**config.mk**
```make
export PLATFORM = sky130hd
export DESIGN_NAME = down_counter_timer
export DESIGN_NICKNAME = d
export VERILOG_FILES = /design/src/rtl/dcnt_pkg.sv /design/src/rtl/dcnt_prescaler.sv /design/src/rtl/down_counter_timer.sv
export SDC_FILE = /design/constraint.sdc
export NUM_CORES = 1
export LEC_CHECK = 0
export ABC_AREA = 1
export BUFFER_PORTS_ARGS = -buffer_cell sky130_fd_sc_hd__buf_2
export CAP_MARGIN = 20
export CORE_MARGIN = 1
export CORE_UTILIZATION = 50
export DETAILED_ROUTE_END_ITERATION = 12
export GPL_TIMING_DRIVEN = 0
export PLACE_DENSITY_LB_ADDON = 0.08
export SLEW_MARGIN = 20
export SYNTH_ARGS = -nofsm -noshare
export SYNTH_HDL_FRONTEND = slang
export SYNTH_SLANG_ARGS = --single-unit
```
**constraint.sdc**
```tcl
create_clock -name clk -period 2.28 [get_ports clk]
set_input_delay 0.456 -clock clk [delete_from_list [all_inputs] [get_ports clk]]
set_output_delay 0.456 -clock clk [all_outputs]
set_load 0.01 [all_outputs]
```
**src/rtl/dcnt_pkg.sv**
```systemverilog
// ---------------------------------------------------------------------------
// dcnt_pkg
// Shared definitions for the down_counter_timer slice.
//   dcnt_state_t      : FSM encoding (ST_IDLE / ST_RUN)
//   DCNT_WIDTH_DEF    : default count width
//   DCNT_PRESC_W_DEF  : default prescale width
// ---------------------------------------------------------------------------
package dcnt_pkg;

    typedef enum logic {
        ST_IDLE = 1'b0,
        ST_RUN  = 1'b1
    } dcnt_state_t;

    localparam int DCNT_WIDTH_DEF   = 32;
    localparam int DCNT_PRESC_W_DEF = 8;

endpackage

```
**src/rtl/dcnt_prescaler.sv**
```systemverilog
// ---------------------------------------------------------------------------
// dcnt_prescaler
// Tick generator for the down counter. Produces one tick every prescale+1
// cycles in which run is high; holds its count while run is low.
// Ports:
//   clk       in  system clock
//   rst       in  asynchronous active-high reset
//   clr       in  synchronous clear (timer load)
//   run       in  count enable (timer running, enabled, not cancelled)
//   prescale  in  tick divider, compared live against the internal count
//   tick      out combinational tick, valid while run is high
// ---------------------------------------------------------------------------
module dcnt_prescaler
    import dcnt_pkg::*;
#(
    parameter int PRESCALE_W = DCNT_PRESC_W_DEF
) (
    input  logic                  clk,
    input  logic                  rst,
    input  logic                  clr,
    input  logic                  run,
    input  logic [PRESCALE_W-1:0] prescale,
    output logic                  tick
);

    logic [PRESCALE_W-1:0] presc_cnt;

    // Equality (not >=) on purpose: if prescale is lowered below the current
    // count, the counter runs on, wraps through zero and matches later.
    assign tick = run & (presc_cnt == prescale);

    always_ff @(posedge clk or posedge rst) begin
        if (rst) begin
            presc_cnt <= '0;
        end else if (clr) begin
            presc_cnt <= '0;
        end else if (run) begin
            if (tick) begin
                presc_cnt <= '0;
            end else begin
                presc_cnt <= presc_cnt + PRESCALE_W'(1);
            end
        end
    end

endmodule

```
**src/rtl/down_counter_timer.sv**
```systemverilog
// ---------------------------------------------------------------------------
// down_counter_timer
// Loadable, prescaled down-counter with a one-cycle done pulse at terminal
// count. Optional periodic mode via macro DCNT_AUTORELOAD_EN: terminal count
// reloads the last loaded value and keeps running.
// Ports:
//   clk       in  system clock
//   rst       in  asynchronous active-high reset
//   load      in  load request (highest synchronous priority)
//   load_val  in  start value; zero forces IDLE with count 0
//   prescale  in  tick divider, tick period = prescale+1 enabled cycles
//   enable    in  run/pause
//   cancel    in  abort run, count held
//   count     out current count
//   busy      out high while running
//   done      out one-cycle pulse at terminal count
// ---------------------------------------------------------------------------
module down_counter_timer
    import dcnt_pkg::*;
#(
    parameter int WIDTH      = DCNT_WIDTH_DEF,
    parameter int PRESCALE_W = DCNT_PRESC_W_DEF
) (
    input  logic                  clk,
    input  logic                  rst,
    input  logic                  load,
    input  logic [WIDTH-1:0]      load_val,
    input  logic [PRESCALE_W-1:0] prescale,
    input  logic                  enable,
    input  logic                  cancel,
    output logic [WIDTH-1:0]      count,
    output logic                  busy,
    output logic                  done
);

    dcnt_state_t      state;
    dcnt_state_t      state_next;
    logic [WIDTH-1:0] count_next;
    logic             done_next;
    logic             tick;
    logic             presc_run;

`ifdef DCNT_AUTORELOAD_EN
    logic [WIDTH-1:0] reload_val;
    logic [WIDTH-1:0] reload_next;
`endif

    assign busy = (state == ST_RUN);

    // Cancel must freeze the prescaler as well as the count.
    assign presc_run = busy & enable & ~cancel;

    dcnt_prescaler #(
        .PRESCALE_W (PRESCALE_W)
    ) u_prescaler (
        .clk      (clk),
        .rst      (rst),
        .clr      (load),
        .run      (presc_run),
        .prescale (prescale),
        .tick     (tick)
    );

    always_ff @(posedge clk or posedge rst) begin
        if (rst) begin
            state <= ST_IDLE;
        end else begin
            state <= state_next;
        end
    end

    always_ff @(posedge clk or posedge rst) begin
        if (rst) begin
            count      <= '0;
            done       <= 1'b0;
`ifdef DCNT_AUTORELOAD_EN
            reload_val <= '0;
`endif
        end else begin
            count      <= count_next;
            done       <= done_next;
`ifdef DCNT_AUTORELOAD_EN
            reload_val <= reload_next;
`endif
        end
    end

    always_comb begin
        state_next  = state;
        count_next  = count;
        done_next   = 1'b0;
`ifdef DCNT_AUTORELOAD_EN
        reload_next = reload_val;
`endif
        if (load) begin
            if (load_val != '0) begin
                count_next  = load_val;
                state_next  = ST_RUN;
`ifdef DCNT_AUTORELOAD_EN
                reload_next = load_val;
`endif
            end else begin
                count_next = '0;
                state_next = ST_IDLE;
            end
        end else if (cancel) begin
            state_next = ST_IDLE;
        end else if (tick) begin
            if (count > WIDTH'(1)) begin
                count_next = count - WIDTH'(1);
            end else begin
                // Terminal count; <= 1 also covers a zero count so the
                // counter can never wrap below zero.
                done_next = 1'b1;
`ifdef DCNT_AUTORELOAD_EN
                count_next = reload_val;
`else
                count_next = '0;
                state_next = ST_IDLE;
`endif
            end
        end
    end

endmodule

```
Word-level counts from Yosys, hierarchy flattened
Index checks and enable logic that the tools add are counted.
{ "word_totals": {"regBits": 42, "latch_bits": 0, "ramBits": 0, "romBits": 0, "in_bits": 45, "word_cells": 37, "n_memories": 0} }
{ "classes": {"add_sub_neg": 2, "multipliers": 0, "n_div": 0, "magnitude_cmp": 1, "eq_ne": 3, "shifts": 0, "muxes": 17, "bitwise": 4, "n_reduce_logical": 6} }
{ "ops": {"columns": ["cell", "count"], "rows": [
  ["$mux 32", 5],
  ["$gt 32x1->1 const B", 1],
  ["$reduce_bool 32->1", 1],
  ["$sub 32x1->32 const B", 1],
  ["$mux 8", 3],
  ["$mux 1", 9],
  ["$add 8x1->8 const B", 1],
  ["$eq 8x8->1", 1],
  ["$reduce_and 2->1", 2],
  ["$reduce_bool 2->1", 2],
  ["$and 1x1->1", 3],
  ["$ne 3x3->1 const B", 1],
  ["$reduce_bool 3->1", 1],
  ["$ne 2x2->1 const B", 1],
  ["$not 1->1", 1]
]} }

Depth between registers and ports, before layout
Gate-level depths: netlist (run 1).
{ "depth": {"word_depth": 6, "ltp_mapped": 12} }

Modules after synthesis
Synthesis (run 1) repeated with hierarchy kept, for this count alone.
{ "hier_totals": {"cells_unflattened": 497, "hier_area_um2": 3348.2} }
{ "by_module_without_submodules": {"columns": ["module", "n_inst", "cells_each", "area_per_inst_um2"], "rows": [
  ["down_counter_timer", 1, 383, 2625.0],
  ["dcnt_prescaler", 1, 114, 723.2]
]} }

Worst setup path before layout (run 1)
Ideal clock, no wire load.
{ "synth_path": {"kind": "register to register", "start": "register count[0]", "end": "register count[23]", "arrival_time_ns": 1.628, "required_time_ns": 2.163, "path_slack_ns": 0.535, "path_stages_with_launch": 13, "n_path_buf": 1, "cell_sequence": "dfrtp_1 inv_1 ha_1 nand2_2 nor2_4 nand2_2 nand2_4 nand2_4 nand2_8 buf_8 nor2_1 nor2_1 nor2_1"} }
{ "synth_via": {"elab_chain_len": 5, "word_cells_on_any_way": 6, "classes_between": "add/sub (1); order compare (1); mux (4)"} }
{ "synth_lines": {"columns": ["element", "line_no", "source"], "rows": [
  ["from (decl)", "down_counter_timer.sv:31", "output logic [WIDTH-1:0] count,"],
  ["from (signal assigned)", "down_counter_timer.sv:80", "count <= count_next;"],
  ["$sub 32x1->32 or $gt 32x1->1 (tied branches)", "down_counter_timer.sv:110, down_counter_timer.sv:109", null],
  ["$mux 32 (*)", "down_counter_timer.sv:109", "if (count > WIDTH'(1)) begin"],
  ["$mux 32 (*)", "down_counter_timer.sv:108", "end else if (tick) begin"],
  ["$mux 32 (*)", "down_counter_timer.sv:106", "end else if (cancel) begin"],
  ["$mux 32 (*)", "down_counter_timer.sv:95", "if (load) begin"]
]} }
Mark *: on every way between the ends. The rest lies on a longest branch, timed or not. The select of a mux whose other input is x is not followed.
A chain may end at the register's enable or synchronous reset.

Worst setup path in the final report (run 1)
{ "layout_path": {"start": "register count[0]", "end": "register count[28]"} }
The elaborated chain is that of the path after synthesis.

==> implementation parameters, run 1 <==
Parameter                              Value

Pwr
  Leak pwr    ~0.0020 uW
  Peak ir drop on the vdd network    approximately 0.00038 V
  Power per cell area    roughly 580 mW/mm^2
  Post-layout power    approximately 2300 uW

Timing
  Least-Margin Pin Slew    ~0.57 ns
  Max-slew headroom at the worst pin    61.62%
  Setup tns final    0 ns
  Endpoints failing setup    0
  Final worst clock skew    0.007869 ns
  Final hold viol count    0
  Max-slew violation count    0
  Achievable Freq    a little under 500 MHz
  Unrepaired setup endpoints after global routing    no
  Min cycle time layout    2.035 ns
  Period utilisation layout    89.25%

Flow run
  MaxCap Viol Count    0

Setup path
  Worst reg2reg startpoint    count[0]
  Capturing element type of the critical path    flop
  Count of cells along the worst register-to-register path    9
  CP required    2.51 ns
  Maximum fanout along the worst path    8
  Data arrival at the endpoint of the critical path    roughly 2.3 ns
  Sort of element at the start of the critical path    flop
  Startpoint-to-endpoint class of the critical path    reg2reg
  Capture point of the worst reg-to-reg path    count[28]
  Register-to-register setup slack    0.25 ns

Logic synthesis
  Fraction of the mapped netlist area in compound gates    6.552%
  Synthesized area per cell    about 6.3 um^2
  Cell area after technology mapping    0.003284 mm^2
  Unique cell type count in the Yosys netlist    31
  Simple logic cell fraction of the synthesized area    a little under half
  Post-synthesis sequential area ratio    32.00%
  Synth warn    0
  Synthesized instance count    520
  Xor-xnor portion of the synthesized cell area    5.600%
  Main combinational cell family by area after synthesis    simple AND/OR/NAND/NOR gates
  Flip-flop and latch count after synthesis    42
  Adder-Cell Fraction of Synth Area    1.143%
  Share of synthesized area spent on multiplexers    0%
  Number of nets in the synthesized netlist    ~570

Detailed routing
  Wirelength, routed    9.504 mm
  Pre-Repair DR Iteration Count    5
  Post-DR vias/cell    between 5 and 6
  Routed len/inst    13.92 um
  Count of vias placed by the detailed router    approximately 3600
  Number of remaining DRC errors    0
  Iteration-0 DRC count of the detailed router    309
  Post-DRT Antenna Nets    0

Final layout
  Top library cells by usage in the layout, fill and taps aside    169 x sky130_fd_sc_hd__nand2_1, 105 x sky130_fd_sc_hd__nor2_1, 84 x sky130_fd_sc_hd__buf_2, 42 x sky130_fd_sc_hd__dfrtp_1, 37 x sky130_fd_sc_hd__inv_1
  Most common cell after layout, fill and taps aside    sky130_fd_sc_hd__nand2_1
  Synth-to-layout area growth    18.59%
  Fraction of layout cells with a size suffix above 1    between 10% and 20%
  Non-filler instance count after layout    about 700
  Post-layout net count    653
  Count of antenna diodes in the layout    0

Floorplanning
  Initial core utilization    51.72%
  Site row count    29
  Placeable Area    around 0.0063 mm^2
  Number of placed I/O pins    between 70 and 80
  Die Y-Extent    approximately 83 um
  Die width    83.05 um
  Die outline area    0.006897 mm^2

Clocking
  Post-CTS sizing    0
  Bufs on Longest Clock Path    2
  Number of sinks handled by clock tree synthesis    42
  Post-CTS Setup Repair Bufs    0
  Number of buffers added to fix hold violations after cts    0
  Deepest level of the CTS H-tree    2
  Worst skew pair latency    0.30 ns
  Clock transition at path regs    0.09 ns
  Clock Root Buffer    sky130_fd_sc_hd__clkbuf_8
  CTS tree    built
  Number of CTS-inserted buffers    5

Placement
  Cell count after placement    slightly below 700
  IO Port Bufs    77
  Routability congestion estimate    0.9693
  HPWL reported at the end of detailed placement    7.372 mm

GRT
  All-layer global routing usage    28.69%
  Wire length of the first global-routing pass    15.94 mm
  Antenna violations before repair    0
  Grt ovf    0
  Vias in the first global route    3321
  Pin count of the biggest net entering global routing    27

Run status
  Run status    completed

Worst hold path
  Hold WC Path Type    in2async
## worst max path at each step
stage | start | end | slack, ns | cells after the start
2_1_floorplan | count[0] | count[23] | 0.53 | 12
3_3_place_gp | rst | count[27] | 0.19 | 2
5_1_grt | count[0] | count[24] | 0.11 | 12
3_5_place_dp | count[0] | count[28] | 0.27 | 9
4_1_cts | count[0] | count[28] | 0.24 | 9
6_report | count[0] | count[28] | 0.25 | 9
## critical path, stage by stage (launching register included)
cell	delay (ns)
sky130_fd_sc_hd__dfrtp_1	0.49
sky130_fd_sc_hd__inv_1	0.10
sky130_fd_sc_hd__ha_1	0.29
sky130_fd_sc_hd__nand2_2	0.16
sky130_fd_sc_hd__nor2_4	0.07
sky130_fd_sc_hd__nand2_2	0.10
sky130_fd_sc_hd__nand2_4	0.07
sky130_fd_sc_hd__a21oi_2	0.41
sky130_fd_sc_hd__nand3_1	0.12
sky130_fd_sc_hd__a21oi_1	0.16
## per-layer routing
layer	up-vias	share of wire [%]	track usage (%)
li1	1821	-	-
met1	1623	46	40.81
met2	146	44	44.63
met3	18	7.3	3.877
met4	0	2.4	10.34
met5	-	0	0
## synthesized netlist by cell type (all sizes together)
library cell | n | share of area [%]
ha | 3 | 1.1
nand3b | 1 | 0.23
inv | 39 | 4.5
xnor2 | 11 | 2.9
nor3 | 9 | 1.4
nor2 | 115 | 15
buf | 9 | 2.0
nand3 | 36 | 5.5
nand4 | 13 | 2.5
o21bai | 3 | 0.69
and2 | 1 | 0.19
clkbuf | 6 | 0.69
dfrtp | 42 | 32
o21ai | 25 | 3.9
or2 | 2 | 0.38
xor2 | 10 | 2.7
nand2 | 177 | 22
nor4 | 4 | 0.76
nor3b | 2 | 0.46
a21oi | 12 | 1.9
## power breakdown
group	total (uW)	internal, uW	leakage (uW)	switching (uW)
logic	695	271	0.00140	424
registers	964	828	0.000516	136
clock network	610	323	0.0000579	287
total	2270	1420	0.00197	848
## sequential cells by signal, indices dropped and copies added, names as in the netlist
| signal | cells |
|---|---|
| u_prescaler.presc_cnt | 8 |
| count | 32 |
| busy | 1 |
| done | 1 |
## area by class of cell
class / instances / area, um^2
well taps: 77 / 96.34
multi-input cells: 424 / 1999
fillers: 645 / 2455
clock buffers: 5 / 68.82
inverters: 39 / 146.4
flip-flops and latches: 42 / 1051
clock inverters: 3 / 40.04
repair buffers: 78 / 405.4
plain buffers: 15 / 87.58
## cell families after synthesis
kind of cell    Yosys count
fa+ha+maj                 3
buf+inv                  54
xor+xnor                 21
compound gates           40
flops                    42
simple gates            360
## through the flow
stage	utilization (%)	worst slack (ns)	hold slack [ns]	area (um^2)
after floorplan	-	0.5346	0.5249	3284
final	61.34	0.2451	0.1200	3895
after CTS	61.34	0.2359	0.1351	3895
after global routing	61.34	0.1097	0.1483	3895
after global placement	59.31	0.1863	0.5344	3766
after detailed placement	59.63	0.2663	0.4609	3786
Power figures use the tool's default switching activity.
==> run 2, diff against run 1 <==
Clock period 2.28 ns to 1.99 ns, I/O delays scaled along.
==> run 2 against run 1 <==
Effect of this change:
- via count increased by 0.30%
- routed wire length increased by 0.70%
- clock skew about the same
- combinational power increased by 16%
- maximum frequency increased by 7.9%
- cell count increased by 0.29%
- first-iteration DRC count decreased by 13%
- critical path depth unchanged
- non-clock buffer count increased by 2
- sequential power increased by 15%
- power increased by 15%
- global-route usage unchanged
- largest power group unchanged
==> implementation parameters, run 2 (synthesized netlist as in run 1, its figures left out) <==
Parameter                              Value

Run status
  Run status    completed (unchanged)

Final layout
  Count of antenna diodes in the layout    0 (unchanged)
  Synth-to-layout area growth    19.16% (was 18.59%)
  Number of flip-flops under the largest register name    32 (unchanged)
  Layout fillers    644 (was 645)
  Post-layout net count    655 (was 653)
  Most common cell after layout, fill and taps aside    sky130_fd_sc_hd__nand2_1 (unchanged)
  Non-filler instance count after layout    685 (was 683)
  Top library cells by usage in the layout, fill and taps aside    169 x sky130_fd_sc_hd__nand2_1, 105 x sky130_fd_sc_hd__nor2_1, 84 x sky130_fd_sc_hd__buf_2, 41 x sky130_fd_sc_hd__dfrtp_1, 37 x sky130_fd_sc_hd__inv_1 (was 169 x sky130_fd_sc_hd__nand2_1, 105 x sky130_fd_sc_hd__nor2_1, 84 x sky130_fd_sc_hd__buf_2, 42 x sky130_fd_sc_hd__dfrtp_1, 37 x sky130_fd_sc_hd__inv_1)
  Biggest regs    count (32), u_prescaler.presc_cnt (8) (unchanged)
  Fraction of layout cells with a size suffix above 1    20.07% (was 19.47%)
  Top register by number of flip-flops    count (unchanged)

Pwr
  Power per cell area    667.0 mW/mm^2 (was 582.7 mW/mm^2)
  Sequential share of power    42.3% (was 42.5%)
  Peak ir drop on the vdd network    0.0004360 V (was 0.0003810 V)
  Part of the total power dissipated in the clock network    26.9% (about the same)
  Sw power    975.8 uW (was 847.5 uW)
  Comb power frac    30.8% (was 30.6%)
  Leak pwr    0.001980 uW (was 0.001972 uW)
  Switching share of total power    37.38% (was 37.34%)
  Pint    1635 uW (was 1422 uW)

Detailed routing
  Met3 wire length    585 um (was 697 um)
  Post-DRT Antenna Nets    0 (unchanged)
  Post-DR vias/cell    5.283 (about the same)
  Iteration-0 DRC count of the detailed router    270 (was 309)
  Number of remaining DRC errors    0 (unchanged)
  Wirelength, routed    9.571 mm (was 9.504 mm)
  Pre-Repair DR Iteration Count    5 (unchanged)
  Count of vias placed by the detailed router    3619 (was 3608)
  Wire length on met2    4.278 mm (was 4.226 mm)
  Routed len/inst    13.97 um (was 13.92 um)
  Detailed-route wire length on metal 1    4.476 mm (was 4.353 mm)
  Top layer reached by signal wires    met4 (unchanged)

Floorplanning
  Die width    83.05 um (unchanged)
  Die Y-Extent    83.05 um (unchanged)
  Die outline area    0.006897 mm^2 (unchanged)
  Initial core utilization    51.72% (unchanged)
  Number of placed I/O pins    79 (unchanged)
  Placeable Area    0.006350 mm^2 (unchanged)
  Site row count    29 (unchanged)

Timing
  Unrepaired setup endpoints after global routing    yes (was no)
  Max-slew headroom at the worst pin    59.45% (was 61.62%)
  Least-Margin Pin Slew    0.6036 ns (was 0.5714 ns)
  Achievable Freq    530.3 MHz (was 491.4 MHz)
  Min cycle time layout    1.886 ns (was 2.035 ns)
  Final hold viol count    0 (unchanged)
  Setup tns final    0 ns (unchanged)
  Final worst clock skew    0.007775 ns (was 0.007869 ns)
  Max-slew violation count    0 (unchanged)
  Worst Hold Margin    0.06168 ns (was 0.1200 ns)
  Endpoints failing setup    0 (unchanged)
  Period utilisation layout    94.76% (was 89.25%)

Setup path
  Dominant cell type by count on the critical path    sky130_fd_sc_hd__nand2_2 (unchanged)
  Capture point of the worst reg-to-reg path    count[27] (was count[28])
  Maximum fanout along the worst path    8 (unchanged)
  Maximum single-stage delay on the critical path    0.44 ns (was 0.49 ns)
  CP required    2.23 ns (was 2.51 ns)
  Worst reg2reg startpoint    count[0] (unchanged)
  Cell-by-cell listing of the critical path    inv_1, ha_2, nand2_2, nor2_4, nand2_2, nand2_4, a21oi_2, nand3_1, a21oi_1 (was inv_1, ha_1, nand2_2, nor2_4, nand2_2, nand2_4, a21oi_2, nand3_1, a21oi_1)
  Sort of element at the start of the critical path    flop (unchanged)
  Count of cells along the worst register-to-register path    9 (unchanged)
  Capturing element type of the critical path    flop (unchanged)
  Slowest stage cell on the critical path    sky130_fd_sc_hd__dfrtp_2 (was sky130_fd_sc_hd__dfrtp_1)
  Data arrival at the endpoint of the critical path    2.12 ns (was 2.27 ns)
  Register-to-register setup slack    0.10 ns (was 0.25 ns)
  Startpoint-to-endpoint class of the critical path    reg2reg (unchanged)

Clocking
  Deepest level of the CTS H-tree    2 (unchanged)
  Bufs on Longest Clock Path    2 (unchanged)
  Clock transition at path regs    0.09 ns (about the same)
  Worst skew pair latency    0.30 ns (about the same)
  Number of CTS-inserted buffers    5 (unchanged)
  Clock Root Buffer    sky130_fd_sc_hd__clkbuf_8 (unchanged)
  Number of sinks handled by clock tree synthesis    42 (unchanged)
  Number of buffers added to fix hold violations after cts    0 (unchanged)
  CTS tree    built (unchanged)

GRT
  Grt ovf    0 (unchanged)
  Wire length of the first global-routing pass    15.94 mm (unchanged)
  Antenna violations before repair    0 (unchanged)
  Vias in the first global route    3321 (unchanged)
  All-layer global routing usage    28.69% (unchanged)
  Pin count of the biggest net entering global routing    27 (unchanged)

Placement
  IO Port Bufs    77 (unchanged)
  HPWL reported at the end of detailed placement    7.372 mm (unchanged)
  Routability congestion estimate    0.9693 (unchanged)
  Cell count after placement    675 (unchanged)

Worst hold path
  Hold WC Path Type    in2async (unchanged)

Flow run
  MaxCap Viol Count    0 (unchanged)
-- run 2: changes by cell type in the layout (fill, tap and decap cells not counted), sizes merged --
| cell | previous run | this run |
|---|---|---|
| buf | 87 | 89 |
-- run 2: power groups by stage --
stage	Clock (uW)	Sequential, uW	Combinational (uW)
finish	701	1110	804
global route	739	1120	903
CTS	707	1100	801
detailed placement	0	1120	795
global placement	0	1120	777
floorplan	0	1130	490
-- run 2: worst max-delay path by stage --
stage	startpoint	slack, ns	cells after the start	end
after global placement	rst	-0.05	2	count[27]
final	count[0]	0.10	9	count[27]
after global routing	count[0]	-0.04	10	count[22]
after CTS	count[0]	0.02	9	count[28]
after floorplan	count[0]	0.24	12	count[23]
after detailed placement	count[0]	-0.02	9	count[28]
-- run 2: through the flow --
stage | total power, uW | cell area [um^2] | utilization, % | worst slack, ns
after floorplan | 1617 | 3284 | - | 0.2446
after global placement | 1893 | 3766 | 59.31 | -0.04566
after detailed placement | 1912 | 3786 | 59.63 | -0.02373
after CTS | 2609 | 3897 | 61.38 | 0.01966
after global routing | 2764 | 3914 | 61.64 | -0.03860
final | 2610 | 3914 | 61.64 | 0.1042
-- run 2: timing repair --
item | CTS | global route
pin swaps | 0 | 1
endpoints found under the setup margin | 28 | 29
buffers inserted | 0 | 2
resized for setup | 1 | 1
-- run 2: routing by layer --
layer	vias up	track usage, %
met5	-	0
met3	18	3.877
li1	1824	-
met1	1641	40.81
met4	0	10.34
met2	136	44.63
-- run 2: cell type report --
type / count / area (um^2) / area share, %
repair buffers: 80 / 420.4 / 10.74
multi-input cells: 424 / 2002 / 51.15
clock buffers: 5 / 68.82 / 1.758
clock inverters: 3 / 40.04 / 1.023
well taps: 77 / 96.34 / 2.462
flip-flops and latches: 42 / 1052 / 26.89
inverters: 39 / 146.4 / 3.740
plain buffers: 15 / 87.58 / 2.238
-- run 2: critical path, delay by kind of cell, from the launching register on --
kind            cells  cell delay (ns)
buf+inv             1             0.08
simple gates        5             0.50
flops               1             0.44
fa+ha+maj           1             0.23
compound gates      2             0.57
